### src/rtl/fetch_unit_if.sv
// Instruction-memory request/response channel between the fetch unit (master)
// and the instruction memory (slave).
interface fetch_unit_if;
   logic        imem_req;
   logic [31:0] imem_addr;
   logic        imem_ready;
   logic        imem_rvalid;
   logic [31:0] imem_rdata;

   modport master (
      output imem_req, imem_addr,
      input  imem_ready, imem_rvalid, imem_rdata
   );

   modport slave (
      input  imem_req, imem_addr,
      output imem_ready, imem_rvalid, imem_rdata
   );
endinterface

### src/rtl/fetch_unit.sv
// Single-outstanding instruction fetch unit feeding a one-entry IF/ID buffer,
// with redirect support and discard of responses made stale by a redirect.
module fetch_unit #(
   parameter logic [31:0] RESET_PC = 32'h0000_0000
) (
   input  logic                clock,
   input  logic                reset_n,
   fetch_unit_if.master        imem,
   input  logic                stall,
   input  logic                redirect,
   input  logic [31:0]         redirect_pc,
   output logic                if_valid,
   output logic [31:0]         if_instr,
   output logic [31:0]         if_pc
);

   typedef enum logic [1:0] {S_REQ, S_WAIT, S_HOLD} state_e;

   localparam logic [31:0] PC_INIT = RESET_PC & 32'hFFFF_FFFC;

   state_e      state_q, state_d;
   logic [31:0] pc_q, pc_d;
   logic        discard_q, discard_d;
   logic        valid_q, valid_d;
   logic [31:0] instr_q, instr_d;
   logic [31:0] ifpc_q, ifpc_d;
   logic        run_q;
   logic        blocked;
   logic        accept;
   logic [31:0] target;

   // A full buffer that cannot drain must not trigger another fetch.
   assign blocked = valid_q & stall;
   assign target  = redirect_pc & 32'hFFFF_FFFC;

   // run_q delays the first request until the first edge after reset release.
   assign imem.imem_req  = run_q & (state_q == S_REQ) & ~blocked;
   assign imem.imem_addr = pc_q;
   assign accept         = imem.imem_req & imem.imem_ready;

   assign if_valid = valid_q;
   assign if_instr = instr_q;
   assign if_pc    = ifpc_q;

   always_comb begin
      // NOTE: every signal gets its hold value first so no path can infer a latch.
      state_d   = state_q;
      pc_d      = pc_q;
      discard_d = discard_q;
      valid_d   = valid_q;
      instr_d   = instr_q;
      ifpc_d    = ifpc_q;

      if (valid_q && !stall) valid_d = 1'b0;

      unique case (state_q)
         S_REQ: begin
            if (blocked)     state_d = S_HOLD;
            else if (accept) state_d = S_WAIT;
         end
         S_WAIT: begin
            if (imem.imem_rvalid) begin
               if (discard_q) begin
                  discard_d = 1'b0;
                  state_d   = S_REQ;
               end else begin
                  valid_d = 1'b1;
                  instr_d = imem.imem_rdata;
                  ifpc_d  = pc_q;
                  pc_d    = pc_q + 32'd4;
                  state_d = stall ? S_HOLD : S_REQ;
               end
            end
         end
         S_HOLD: begin
            if (!stall) state_d = S_REQ;
         end
         default: state_d = S_REQ;
      endcase

      // A redirect overrides everything; an in-flight response must still be drained.
      if (redirect) begin
         pc_d      = target;
         valid_d   = 1'b0;
         state_d   = S_REQ;
         discard_d = 1'b0;
         if ((state_q == S_WAIT && !imem.imem_rvalid) || (state_q == S_REQ && accept)) begin
            state_d   = S_WAIT;
            discard_d = 1'b1;
         end
      end
   end

   // NOTE: state registers use non-blocking assignments so all updates see pre-edge values.
   always_ff @(posedge clock or negedge reset_n) begin
      if (!reset_n) begin
         state_q   <= S_REQ;
         pc_q      <= PC_INIT;
         discard_q <= 1'b0;
         valid_q   <= 1'b0;
         instr_q   <= 32'h0;
         ifpc_q    <= 32'h0;
         run_q     <= 1'b0;
      end else begin
         state_q   <= state_d;
         pc_q      <= pc_d;
         discard_q <= discard_d;
         valid_q   <= valid_d;
         instr_q   <= instr_d;
         ifpc_q    <= ifpc_d;
         run_q     <= 1'b1;
      end
   end

endmodule

### src/flat_wrapper.sv
// flat-port wrapper written by rule: the top's interface ports become plain ports
module fetch_unit_flat 
#(
   parameter logic [31:0] RESET_PC = 32'h0000_0000
)
  (clock, reset_n, stall, redirect, redirect_pc, if_valid, if_instr, if_pc, imem_imem_req, imem_imem_addr, imem_imem_ready, imem_imem_rvalid, imem_imem_rdata);
  fetch_unit_if imem_i ();
  input  logic clock;
  input  logic reset_n;
  input  logic stall;
  input  logic redirect;
  input  logic [31:0] redirect_pc;
  output logic if_valid;
  output logic [31:0] if_instr;
  output logic [31:0] if_pc;
  output wire logic [$bits(imem_i.imem_req)-1:0] imem_imem_req;
  output wire logic [$bits(imem_i.imem_addr)-1:0] imem_imem_addr;
  input wire logic [$bits(imem_i.imem_ready)-1:0] imem_imem_ready;
  input wire logic [$bits(imem_i.imem_rvalid)-1:0] imem_imem_rvalid;
  input wire logic [$bits(imem_i.imem_rdata)-1:0] imem_imem_rdata;
  assign imem_imem_req = imem_i.imem_req;
  assign imem_imem_addr = imem_i.imem_addr;
  assign imem_i.imem_ready = imem_imem_ready;
  assign imem_i.imem_rvalid = imem_imem_rvalid;
  assign imem_i.imem_rdata = imem_imem_rdata;
  fetch_unit #(.RESET_PC(RESET_PC)) u_core (.clock(clock), .reset_n(reset_n), .imem(imem_i), .stall(stall), .redirect(redirect), .redirect_pc(redirect_pc), .if_valid(if_valid), .if_instr(if_instr), .if_pc(if_pc));
endmodule
### config.mk
export PLATFORM = sky130hd
export DESIGN_NAME = fetch_unit_flat
export DESIGN_NICKNAME = d
export VERILOG_FILES = /design/src/rtl/fetch_unit_if.sv /design/src/rtl/fetch_unit.sv /design/src/flat_wrapper.sv
export SDC_FILE = /design/constraint.sdc
export NUM_CORES = 1
export LEC_CHECK = 0
export BUFFER_PORTS_ARGS = -buffer_cell sky130_fd_sc_hd__buf_2
export CELL_PAD_IN_SITES_DETAIL_PLACEMENT = 1
export CELL_PAD_IN_SITES_GLOBAL_PLACEMENT = 1
export CORE_ASPECT_RATIO = 0.8
export CORE_MARGIN = 3
export CORE_UTILIZATION = 32
export CTS_CLUSTER_SIZE = 12
export DETAILED_ROUTE_END_ITERATION = 6
export HOLD_SLACK_MARGIN = 0.1
export PLACE_DENSITY_LB_ADDON = 0.1
export SETUP_SLACK_MARGIN = 0.3
export SLEW_MARGIN = 20
export SYNTH_ARGS = -nofsm -noshare
export SYNTH_HDL_FRONTEND = slang
export SYNTH_SLANG_ARGS = --single-unit
### constraint.sdc
create_clock -name clock -period 1.7 [get_ports clock]
set_input_delay 0.34 -clock clock [delete_from_list [all_inputs] [get_ports clock]]
set_output_delay 0.34 -clock clock [all_outputs]
set_load 0.03 [all_outputs]
=== After elaboration in Yosys (flattened, before gate mapping) ===
Index checks and enable logic that the tools add are counted.

* Register bits after elaboration: 101
* Input bits: 70
* Output and inout bits: 98

* $add $sub $neg: 1
* Reductions and logical operators: 13
* Equality and inequality tests: 6
* Multiplexer cells: 22
* Bitwise gates (word level): 6

{| class="wikitable"
|+ Operators by type and width
! operator !! number
|-
| 32-bit two-way mux || 4
|-
| 32-bit by 3-bit adder with 32-bit output (second input constant) || 1
|-
| 2-bit two-way mux || 7
|-
| 1-bit two-way mux || 10
|-
| 3-bit AND reduction || 3
|-
| 3-bit inequality test (second input constant) || 2
|-
| 2-bit one-hot mux with 3 select lines || 1
|-
| 1-bit bitwise AND || 4
|-
| 4-bit by 2-bit inequality test with 1-bit output (second input constant) || 1
|-
| 2-bit nonzero test || 2
|-
| 1-bit logical AND || 3
|-
| 2-bit by 1-bit equality test with 1-bit output (second input constant) || 1
|-
| 2-bit equality test (second input constant) || 1
|-
| 1-bit zero test || 2
|-
| 2-bit zero test || 1
|-
| 2-bit inequality test (second input constant) || 1
|-
| 1-bit NOT || 2
|-
| 2-bit AND reduction || 1
|-
| 1-bit logical OR || 1
|}

=== Depth between registers and ports, before layout ===
Gate-level depths: netlist of the first run.

* Depth in word-level cells: 8
* Depth in mapped cells: 7
* Gate-level depth less buffers: 5

=== Least setup slack after synthesis of the first run ===
No wires, ideal clock.

* Path type: register to register
* Start point: register u_core.pc_q[2], in the netlist u_core.imem.imem_addr[2]
* End point: register u_core.pc_q[28], in the netlist u_core.imem.imem_addr[28]
* Arrival time: 1.990 ns
* Slack: -0.414 ns
* Cell stages (with the launch flop): 7
* Path buffers: 1
* Period minus slack after synthesis: 2.114 ns
* Cell sequence: dfrtp_1 ha_1 nand3_1 or3_1 clkbuf_1 o31a_1 o31a_1

* Word-level cells in the longest chain between the ends: 5

{| class="wikitable"
|+ RTL lines
! item !! line !! source
|-
| from (decl) || fetch_unit.sv:22 || <nowiki>logic [31:0] pc_q, pc_d;</nowiki>
|-
| from (signal assigned) || fetch_unit.sv:106 || <nowiki>pc_q <= pc_d;</nowiki>
|-
| 32-bit by 3-bit adder with 32-bit output || fetch_unit.sv:70 || <nowiki>pc_d = pc_q + 32'd4;</nowiki>
|-
| 32-bit two-way mux || fetch_unit.sv:63 || <nowiki>if (discard_q) begin</nowiki>
|-
| 32-bit two-way mux || fetch_unit.sv:62 || <nowiki>if (imem.imem_rvalid) begin</nowiki>
|-
| 32-bit two-way mux || fetch_unit.sv:56 || <nowiki>unique case (state_q)</nowiki>
|-
| 32-bit two-way mux || fetch_unit.sv:82 || <nowiki>if (redirect) begin</nowiki>
|}

No other way between the ends. The select of a mux whose other input is x is not followed.
A chain may end at the register's enable or synchronous reset.

=== Worst setup path in the final report of the first run ===
* Start point: register u_core.state_q[1]
* End point: register u_core.pc_q[20], in the netlist u_core.imem.imem_addr[20]

* Word-level cells in the longest chain between the ends: 3

{| class="wikitable"
|+ RTL lines
! item !! line !! source
|-
| from (decl) || fetch_unit.sv:21 || <nowiki>state_e state_q, state_d;</nowiki>
|-
| from (signal assigned) || fetch_unit.sv:105 || <nowiki>state_q <= state_d;</nowiki>
|-
| 2-bit by 1-bit equality test with 1-bit output || fetch_unit.sv:56 ||
|-
| 2-bit nonzero test (no source line) || -- ||
|-
| 3-bit AND reduction (no source line) || -- ||
|}

No other way between the ends.

==> results by group, run 1 <==
Timing
  • Clock Skew: 0.00673 ns
  • Tmin final: 1.89 ns
  • Relative slew slack: 0.632
  • Fin crit share: 1.11
  • Hold slack: 0.177 ns
  • Slew Limit Fails: 0
  • Final hold vios: 0
  • Fmax: 528 MHz
  • PnR worst setup slack: -0.194 ns
  • # setup viols final: 44
  • Worst slew pin tran: 0.552 ns
  • Unrepaired setup endpoints after global routing: yes

Worst setup path
  • R2r endpoint: u_core.imem.imem_addr[20]$_DFFE_PN0P_
  • R2R cell count: 5
  • Crit end category: flip-flop
  • Data required, critical path: 1.95 ns
  • Worst Path Max Fanout: 31
  • Critical Path End: u_core.imem.imem_addr[20]$_DFFE_PN0P_
  • Worst Setup SP: u_core.state_q[1]$_DFFE_PN0P_
  • Worst Setup Start Kind: flip-flop
  • Critical R2R Launch: u_core.state_q[1]$_DFFE_PN0P_
  • R2r setup slk: -0.19 ns
  • Crit path kind: flip-flop to flip-flop
  • Worst EP arrival: 2.14 ns

Logic synthesis
  • YS warnings: 0
  • Distinct cell type count after synthesis: 36
  • Syn_area_per_cell: 8.87 µm²
  • Syn Std Cell Area: 0.00433 mm²
  • Sequential area share after synthesis: 0.561
  • Register bit total from synthesis: 97
  • Gate Count Post-Synth: 488

Clocking
  • Clock slew seen by the registers of the worst setup and hold paths: 0.07 ns
  • Worst-skew pair later-pin latency: 0.35 ns
  • Max Buffers Root-to-Sink: 2
  • Number of buffers created by CTS: 9
  • CTS H-tree lvls: 3
  • Sink Count: 97
  • CTS root buffer: clkbuf_16
  • CTS tree: yes

Final layout
  • Nets: 793
  • Area occupied by multi-input gates: 0.00224 mm²
  • Area growth, synth to finish: 70.6%
  • Fillers: 1481
  • Final core occ: 0.565
  • Diode count: 0
  • Storage cell area: 0.00245 mm²
  • Share of cells above drive strength 1: 0.543

Global route
  • GRT Total Usage: 0.226
  • Initial antenna violation count: 0
  • First-pass GRT wire length: 25900 µm
  • Vias in the first global route: 4754
  • Total grt overflow: 0
  • Pin count of the biggest net entering global routing: 98

Power and ir drop
  • Peak VDD IR: 0.000584 V
  • Power Density: 1310 mW/mm²
  • Tot Pwr: 9660 µW
  • LEAKAGE: 0.00356 µW

Route
  • DR vias/cell: 4.97
  • Antenna Nets Post-Route: 0
  • DRC Markers: 0
  • DR iter-0 viols: 122
  • DR vias: 4482
  • Final wirelength: 16700 µm
  • DRT Pass-1 Iters: 4
  • DR WL/cell: 18.5 µm

Worst hold path
  • Hold Crit Start: imem_imem_rdata[13]
  • Hold Crit Class: primary input to flip-flop
  • Worst hold path depth: 3

Status
  • Status: finished with violations
  • Failing checks: setup timing

Placed design
  • Routability cong.: 0.800
  • Dpl hpwl: 9700 µm
  • I/O Buffers: 161
  • Pre-CTS setup slack: -0.168 ns

Floorplanning
  • Top Ports: 168
  • Initial Utilization: 0.332
  • Die outline height: 110 µm
  • Die area: 0.0150 mm²
  • Core region area: 0.0131 mm²
  • Die Wd: 136 µm
  • Rows: 37

Job
  • MaxCap Viol Count: 0
==> worst max-delay path: stages, from the launching register on <==
cell	delay (ns)
dfrtp_2	0.42
and4bb_4	0.36
nand4_4	0.12
buf_12	0.18
or4_4	0.48
a31oi_1	0.23
==> per-layer routing <==
metal / wire [µm] / vias to the layer above / track usage
li1: - / 2111 / -
met3: 965 / 17 / 0.0467
met2: 8050 / 130 / 0.377
met1: 7490 / 2224 / 0.301
met5: 0 / - / 0
met4: 222 / 0 / 0.0612
==> layout by cell type (no fill, tap or decap), types with 3 or more instances in the layout <==
cell type / Yosys / routed
clkinvlp_4: 0 / 3
xor2_1: 6 / 6
or4_1: 15 / 8
nor2_1: 23 / 23
buf_8: 0 / 5
a31oi_1: 21 / 19
clkbuf_16: 0 / 9
o21ai_0: 16 / 4
dfrtp_2: 0 / 21
buf_16: 0 / 9
buf_2: 1 / 134
o31ai_1: 15 / 15
or3_1: 7 / 5
o21ai_1: 0 / 9
nand2_2: 0 / 48
inv_1: 3 / 3
or4_4: 0 / 7
buf_12: 0 / 8
buf_6: 1 / 59
nand3_1: 13 / 9
buf_4: 5 / 33
dfrtp_1: 97 / 76
nand2_4: 0 / 28
nand2_1: 201 / 125
o31a_1: 4 / 4
o21ai_2: 0 / 3
conb_1: 2 / 5
nand4_1: 9 / 9
==> metrics by stage <==
step | setup TNS [ns] | std cells | area, µm²
6_report | -3.19 | 902 | 7380
5_1_grt | -6.50 | 902 | 7380
4_1_cts | -1.41 | 895 | 7030
3_5_place_dp | -2.16 | 844 | 5720
3_3_place_gp | -1.30 | 844 | 5720
2_1_floorplan | -1.92 | 491 | 4480
==> final cells by class <==
type | instances | share of cell area
clock buffer | 11 | 0.0342
multi-input combinational | 359 | 0.303
tap | 175 | 0.0297
sequential | 97 | 0.332
clock inverter | 5 | 0.00831
timing repair buffer | 252 | 0.291
inverter | 3 | 0.00153
==> power by group <==
part / total [µW] / internal (µW) / leakage, µW / switching (µW)
sequential: 3540 / 2980 / 0.00116 / 562
clock: 2150 / 1230 / 0.000144 / 920
combinational: 3970 / 1470 / 0.00226 / 2500
==> repair_timing <==
action / 4_1_cts / 5_1_grt
endpoints found under the setup margin: 119 / 114
buffers inserted: 23 / 7
hold buffers: 1 / 0
pin swaps: 31 / 20
gates cloned: 11 / 0
gates resized for setup: 176 / 78
hold endpoints to repair: 97 / 0
==> kinds of logic (layout without fill, tap and decap cells) <==
logic type      count (synthesis)  in the layout  share of synthesized area
other cells                     2              5                    0.00174
fa+ha+maj                       1              1                    0.00289
simple gates                  284            285                      0.291
xor+xnor                        7              7                     0.0142
mux                             2              2                    0.00491
buf+inv                        36            271                     0.0376
flops                          97             97                      0.561
compound gates                 59             59                     0.0873
==> how the worst min path moves through the flow <==
stage / endpoint / slack [ns]
after detailed placement: u_core.if_instr[4]$_DFFE_PN0P_ / 0.45
after global placement: u_core.if_instr[4]$_DFFE_PN0P_ / 0.45
after CTS: u_core.if_instr[13]$_DFFE_PN0P_ / 0.16
after global routing: u_core.if_instr[30]$_DFFE_PN0P_ / 0.17
after floorplan: u_core.discard_q$_DFFE_PN0P_ / 0.04
final: u_core.if_instr[13]$_DFFE_PN0P_ / 0.18
==> state kept, by name, summed over array words and instances, names as in the netlist <==
signal                 cells
u_core.discard_q           1
u_core.if_instr           32
u_core.if_valid            1
u_core.imem.imem_addr     30
u_core.state_q             2
u_core.run_q               1
u_core.if_pc              30
==> cell usage after synthesis <==
cell      count  area share
mux2_2        1      0.0026
nand4_4       1      0.0049
buf_4         5      0.0087
xor2_1        6       0.012
o22ai_1       1      0.0014
and3_1        3      0.0043
nand4_1       9       0.013
nor2_1       23       0.020
or3b_4        1      0.0026
nor3_1        1      0.0012
nor4_1        2      0.0029
buf_6         1      0.0026
o31ai_1      15       0.026
xnor2_1       1      0.0020
nand3_1      13       0.015
a31oi_1      21       0.030
nand2b_1      2      0.0029
o31a_1        4      0.0081
buf_2         1      0.0012
buf_1         3      0.0026
clkbuf_1     23       0.020
o21a_1        1      0.0017
nand2_1     201        0.17
inv_1         3      0.0026
a21oi_1       1      0.0012
o21ai_0      16       0.019
or4_1        15       0.026
mux2i_1       1      0.0023
dfrtp_1      97        0.56
and4_1        3      0.0061
and4_4        1      0.0026
and4bb_1      1      0.0029
or3_1         7       0.010
ha_1          1      0.0029
and3_2        1      0.0017
conb_1        2      0.0017
(Power assumes the default switching activity.)
==> run 2: changes to the inputs <==
TNS_END_PERCENT = 50   (was unset)
==> results by group, run 2 (same netlist as run 1, synthesis figures left out) <==
Job
  • MaxCap Viol Count: 0 (unchanged)

Floorplanning
  • Initial Utilization: 0.332 (unchanged)
  • Core region area: 0.0131 mm² (unchanged)
  • Top Ports: 168 (unchanged)
  • Die Wd: 136 µm (unchanged)
  • Die outline height: 110 µm (unchanged)
  • Rows: 37 (unchanged)
  • Die area: 0.0150 mm² (unchanged)

Route
  • DR iter-0 viols: 211 (was 122)
  • Final wirelength: 16800 µm (was 16700 µm)
  • DRC Markers: 0 (unchanged)
  • DR vias: 4425 (was 4482)
  • DR WL/cell: 18.7 µm (was 18.5 µm)
  • DR vias/cell: 4.94 (was 4.97)
  • DRT Pass-1 Iters: 4 (unchanged)
  • Antenna Nets Post-Route: 0 (unchanged)

Power and ir drop
  • Power Density: 1370 mW/mm² (was 1310 mW/mm²)
  • Sw frac: 0.389 (was 0.412)
  • LEAKAGE: 0.00357 µW (was 0.00356 µW)
  • Reg power frac: 0.349 (was 0.367)
  • Int Pwr: 6130 µW (was 5680 µW)
  • Clock power frac: 0.266 (was 0.222)
  • Peak VDD IR: 0.000763 V (was 0.000584 V)
  • Combinational share of power: 0.384 (was 0.411)
  • Psw: 3910 µW (was 3980 µW)

Worst setup path
  • Worst Setup Start Kind: flip-flop (unchanged)
  • Worst EP arrival: 2.10 ns (was 2.14 ns)
  • Crit end category: flip-flop (unchanged)
  • R2r setup slk: -0.15 ns (was -0.19 ns)
  • Cells along the critical path: and4bb_2, buf_4, buf_6, nand3_4, buf_6, or3_1, a31oi_1 (was and4bb_4, nand4_4, buf_12, or4_4, a31oi_1)
  • Crit path kind: flip-flop to flip-flop (unchanged)
  • Max incr delay on CP: 0.40 ns (was 0.48 ns)
  • R2R cell count: 7 (was 5)
  • Slowest CP cell: dfrtp_2 (was or4_4)
  • Worst Path Max Fanout: 4 (was 31)
  • R2r endpoint: u_core.imem.imem_addr[9]$_DFFE_PN0P_ (was u_core.imem.imem_addr[20]$_DFFE_PN0P_)
  • Critical R2R Launch: u_core.state_q[1]$_DFFE_PN0P_ (unchanged)
  • Worst Setup SP: u_core.state_q[1]$_DFFE_PN0P_ (unchanged)
  • Data required, critical path: 1.95 ns (about the same)
  • Crit-path most repeated cell: buf_6

Clocking
  • CTS H-tree lvls: 3 (unchanged)
  • Clock slew seen by the registers of the worst setup and hold paths: 0.07 ns (about the same)
  • CTS root buffer: clkbuf_16 (unchanged)
  • Sink Count: 97 (unchanged)
  • CTS tree: yes (unchanged)
  • Worst-skew pair later-pin latency: 0.35 ns (about the same)
  • Max Buffers Root-to-Sink: 2 (unchanged)
  • Number of buffers created by CTS: 9 (unchanged)

Worst hold path
  • Worst hold path depth: 3 (unchanged)
  • Hold Crit Start: imem_imem_rdata[7] (was imem_imem_rdata[13])
  • Hold Crit Class: primary input to flip-flop (unchanged)
  • WHS Endpoint: u_core.if_instr[7]$_DFFE_PN0P_ (was u_core.if_instr[13]$_DFFE_PN0P_)

Final layout
  • Final instance area: 0.00734 mm² (was 0.00738 mm²)
  • Storage cell area: 0.00245 mm² (about the same)
  • Most frequent cells in the layout: nand2_1, buf_2, dfrtp_1 (was buf_2, nand2_1, dfrtp_1)
  • Non-filler cells, final: 895 (was 902)
  • Largest register FFs: 32 (unchanged)
  • Nets: 786 (was 793)
  • Commonest non-fill, non-tap cell in the layout: nand2_1 (was buf_2)
  • Area growth, synth to finish: 69.6% (was 70.6%)
  • Area occupied by multi-input gates: 0.00214 mm² (was 0.00224 mm²)
  • Share of cells above drive strength 1: 0.506 (was 0.543)
  • Diode count: 0 (unchanged)
  • Fillers: 1494 (was 1481)

Global route
  • Total grt overflow: 0 (unchanged)
  • First-pass GRT wire length: 23900 µm (was 25900 µm)
  • GRT Total Usage: 0.209 (was 0.226)
  • Pin count of the biggest net entering global routing: 37 (was 98)
  • Vias in the first global route: 4493 (was 4754)
  • Initial antenna violation count: 0 (unchanged)

Timing
  • PnR worst setup slack: -0.148 ns (was -0.194 ns)
  • Fin crit share: 1.09 (was 1.11)
  • Clock Skew: 0.00716 ns (was 0.00673 ns)
  • Setup tns final: -1.61 ns (was -3.19 ns)
  • Tmin final: 1.85 ns (was 1.89 ns)
  • Final hold vios: 0 (unchanged)
  • Fmax: 541 MHz (was 528 MHz)
  • Slew Limit Fails: 0 (unchanged)
  • # setup viols final: 22 (was 44)
  • Unrepaired setup endpoints after global routing: yes (unchanged)

Placed design
  • I/O Buffers: 161 (unchanged)
  • Cell Area, Placed: 0.00573 mm² (was 0.00572 mm²)
  • # placed instances: 848 (was 844)
  • Routability cong.: 0.768 (was 0.800)
  • Dpl hpwl: 9980 µm (was 9700 µm)

Status
  • Status: finished with violations (unchanged)
  • Failing checks: setup timing (unchanged)
[run 2: what timing repair did]
| item | in CTS | in global routing |
|---|---|---|
| endpoints found under the hold margin | 23 | 0 |
| setup endpoints to repair | 122 | 121 |
| hold buffers | 1 | 0 |
| cloned | 9 | 6 |
| pin swaps | 8 | 37 |
| gates resized for setup | 98 | 122 |
| setup buffers | 3 | 12 |
[run 2: worst max-delay path by stage]
stage | end | slack, ns | cells after the start
finish | u_core.imem.imem_addr[9]$_DFFE_PN0P_ | -0.15 | 7
global route | u_core.imem.imem_addr[18]$_DFFE_PN0P_ | -0.23 | 5
CTS | u_core.imem.imem_addr[23]$_DFFE_PN0P_ | -0.13 | 5
detailed placement | u_core.imem.imem_addr[24]$_DFFE_PN0P_ | -0.17 | 6
global placement | u_core.imem.imem_addr[27]$_DFFE_PN0P_ | -0.10 | 4
floorplan | u_core.imem.imem_addr[31]$_DFFE_PN0P_ | -0.21 | 5
[run 2: cell type report]
class | instances | share of cell area
Sequential cell | 97 | 0.334
Clock inverter | 5 | 0.0205
Inverter | 3 | 0.00153
Timing Repair Buffer | 245 | 0.290
Tap cell | 175 | 0.0298
Multi-Input combinational cell | 359 | 0.292
Clock buffer | 11 | 0.0331
[run 2: critical path: cells and delay by family, from the launching register on]
kind | cells | cell delay, ns
AO/OA/AOI/OAI | 1 | 0.22
AND/OR/NAND/NOR | 3 | 0.75
buffers and inverters | 3 | 0.38
flip-flops | 1 | 0.40
[run 2: through the flow]
step | util | hold slack, ns | total power [µW] | setup slack, ns
finish | 0.562 | 0.176 | 10000 | -0.148
global route | 0.562 | 0.172 | 10600 | -0.227
CTS | 0.514 | 0.162 | 9630 | -0.127
detailed placement | 0.439 | 0.275 | 6660 | -0.172
global placement | 0.439 | 0.274 | 6570 | -0.104
floorplan | - | 0.0444 | 5460 | -0.210
[run 2: power groups by stage]
stage | registers, µW | clock network, µW | logic [µW]
after floorplan | 4740 | 0 | 722
after global placement | 3340 | 0 | 3230
after detailed placement | 3370 | 0 | 3280
after CTS | 3340 | 2730 | 3560
after global routing | 3600 | 2840 | 4130
final | 3510 | 2680 | 3860
[run 2: layer usage]
layer	global-route usage	vias to the layer above	share of wire
met1	0.275	2197	0.44
li1	-	2106	-
met2	0.350	109	0.50
met3	0.0499	13	0.048
met5	0	-	0
met4	0.0561	0	0.010
==> run 3: changes to the inputs <==
SKIP_LAST_GASP = 1   (was unset)
==> results by group, run 3 (same netlist as run 1, synthesis figures left out) <==
Status
  • Status: finished with violations (unchanged)
  • Failing checks: setup timing (unchanged)

Final layout
  • Final instance area: 0.00685 mm² (was 0.00734 mm²)
  • Diode count: 0 (unchanged)
  • Most frequent cells in the layout: nand2_1, buf_2, dfrtp_1 (unchanged)
  • Nets: 783 (was 786)
  • Area growth, synth to finish: 58.3% (was 69.6%)
  • Share of cells above drive strength 1: 0.439 (was 0.506)
  • Commonest non-fill, non-tap cell in the layout: nand2_1 (unchanged)
  • Largest register FFs: 32 (unchanged)

Worst setup path
  • Worst EP arrival: 2.16 ns (was 2.10 ns)
  • Data required, critical path: 1.97 ns (was 1.95 ns)
  • Worst Setup Start Kind: flip-flop (unchanged)
  • Worst Path Max Fanout: 6 (was 4)
  • Crit path kind: flip-flop to flip-flop (unchanged)
  • Crit end category: flip-flop (unchanged)

Clocking
  • CTS tree: yes (unchanged)
  • CTS H-tree lvls: 3 (unchanged)
  • Clock slew seen by the registers of the worst setup and hold paths: 0.07 ns (about the same)
  • CTS root buffer: clkbuf_16 (unchanged)
  • Number of buffers created by CTS: 9 (unchanged)
  • Sink Count: 97 (unchanged)
  • Worst-skew pair later-pin latency: 0.35 ns (about the same)
  • Max Buffers Root-to-Sink: 2 (unchanged)

Global route
  • GRT Total Usage: 0.204 (was 0.209)
  • Pin count of the biggest net entering global routing: 37 (unchanged)
  • Initial antenna violation count: 0 (unchanged)
  • Vias in the first global route: 4399 (was 4493)
  • Total grt overflow: 0 (unchanged)
  • First-pass GRT wire length: 23500 µm (was 23900 µm)

Floorplanning
  • Die outline height: 110 µm (unchanged)
  • Die area: 0.0150 mm² (unchanged)
  • Rows: 37 (unchanged)
  • Top Ports: 168 (unchanged)
  • Core region area: 0.0131 mm² (unchanged)
  • Initial Utilization: 0.332 (unchanged)
  • Die Wd: 136 µm (unchanged)

Power and ir drop
  • Tot Pwr: 9600 µW (was 10000 µW)
  • Combinational share of power: 0.372 (was 0.384)
  • Int Pwr: 5930 µW (was 6130 µW)
  • Reg power frac: 0.351 (was 0.349)
  • Sw frac: 0.382 (was 0.389)
  • Peak VDD IR: 0.000804 V (was 0.000763 V)
  • LEAKAGE: 0.00343 µW (was 0.00357 µW)
  • Psw: 3670 µW (was 3910 µW)
  • Power Density: 1400 mW/mm² (was 1370 mW/mm²)
  • Clock power frac: 0.277 (was 0.266)

Timing
  • Unrepaired setup endpoints after global routing: yes (unchanged)
  • Fin crit share: 1.11 (was 1.09)
  • Clock Skew: 0.00680 ns (was 0.00716 ns)
  • Hold slack: 0.173 ns (was 0.176 ns)
  • Fmax: 529 MHz (was 541 MHz)
  • PnR worst setup slack: -0.190 ns (was -0.148 ns)
  • Final hold vios: 0 (unchanged)
  • # setup viols final: 28 (was 22)
  • Setup tns final: -1.67 ns (was -1.61 ns)
  • Slew Limit Fails: 0 (unchanged)
  • Tmin final: 1.89 ns (was 1.85 ns)

Placed design
  • I/O Buffers: 161 (unchanged)
  • Routability cong.: 0.768 (unchanged)
  • Dpl hpwl: 9980 µm (unchanged)
  • Cell Area, Placed: 0.00573 mm² (unchanged)

Route
  • DR vias: 4335 (was 4425)
  • DR WL/cell: 17.5 µm (was 18.7 µm)
  • DRT Pass-1 Iters: 4 (unchanged)
  • DR iter-0 viols: 147 (was 211)
  • Antenna Nets Post-Route: 0 (unchanged)
  • Final wirelength: 15600 µm (was 16800 µm)
  • DR vias/cell: 4.86 (was 4.94)
  • DRC Markers: 0 (unchanged)

Worst hold path
  • Hold Crit Class: primary input to flip-flop (unchanged)

Job
  • MaxCap Viol Count: 0 (unchanged)
[run 3: cell types whose count changed in the layout (fill, tap and decap cells not counted), sizes merged]
cell and change:
bufbuf +1, buf -1, clkbuf -3
[run 3: cell type report]
class                   count  area, µm²
fillers                  1542       6210
flip-flops and latches     97       2450
multi-input cells         359       1920
repair buffers            242       1860
clock buffers              11        243
well taps                 175        219
clock inverters             5        150
inverters                   3       11.3
[run 3: per-layer routing]
layer  wire length, µm  track usage  vias to the layer above
met5                 0            0                        -
met1              6960        0.271                     2120
met4               210       0.0576                        0
li1                  -            -                     2098
met2              7590        0.337                      105
met3               857       0.0495                       12
[run 3: final timing paths]
path | to | cells past startpoint | start | slack, ns
max | u_core.imem.imem_addr[27]$_DFFE_PN0P_ | 4 | u_core.imem.imem_addr[17]$_DFFE_PN0P_ | -0.19
min | u_core.if_instr[7]$_DFFE_PN0P_ | 3 | imem_imem_rdata[7] | 0.17
max reg2reg | u_core.imem.imem_addr[27]$_DFFE_PN0P_ | 4 | u_core.imem.imem_addr[17]$_DFFE_PN0P_ | -0.19
min reg2reg | u_core.if_instr[8]$_DFFE_PN0P_ | 2 | u_core.if_instr[8]$_DFFE_PN0P_ | 0.47
max in group asynchronous | u_core.imem.imem_addr[10]$_DFFE_PN0P_ | 3 | reset_n | 0.57
min in group asynchronous | u_core.if_instr[2]$_DFFE_PN0P_ | 2 | reset_n | 0.44
[run 3: per-stage QoR]
| stage | utilization | std cells | worst slack [ns] |
|---|---|---|---|
| after floorplan | - | 491 | -0.210 |
| after global placement | 0.439 | 848 | -0.104 |
| after detailed placement | 0.439 | 848 | -0.172 |
| after CTS | 0.500 | 877 | -0.127 |
| after global routing | 0.525 | 892 | -0.250 |
| final | 0.525 | 892 | -0.190 |
[run 3: critical path: stages (launching register included)]
cell	delay, ns
dfrtp_1	0.37
nand4_1	0.26
or3b_4	0.50
or4_1	0.48
a31oi_1	0.19
[run 3: power by group through the flow]
stage          registers, µW  logic, µW  clock network (µW)
6_report                3370       3570                2660
5_1_grt                 3460       3840                2850
4_1_cts                 3340       3470                2730
3_5_place_dp            3370       3280                   0
3_3_place_gp            3340       3230                   0
2_1_floorplan           4740        722                   0
[run 3: repair_timing]
item | in CTS | in global routing
gates resized for setup | 30 | 39
pin swaps | 8 | 19
hold buffers | 1 | 0
hold endpoints to repair | 23 | 0
endpoints found under the setup margin | 122 | 124
cloned | 9 | 4
setup buffers | 3 | 11
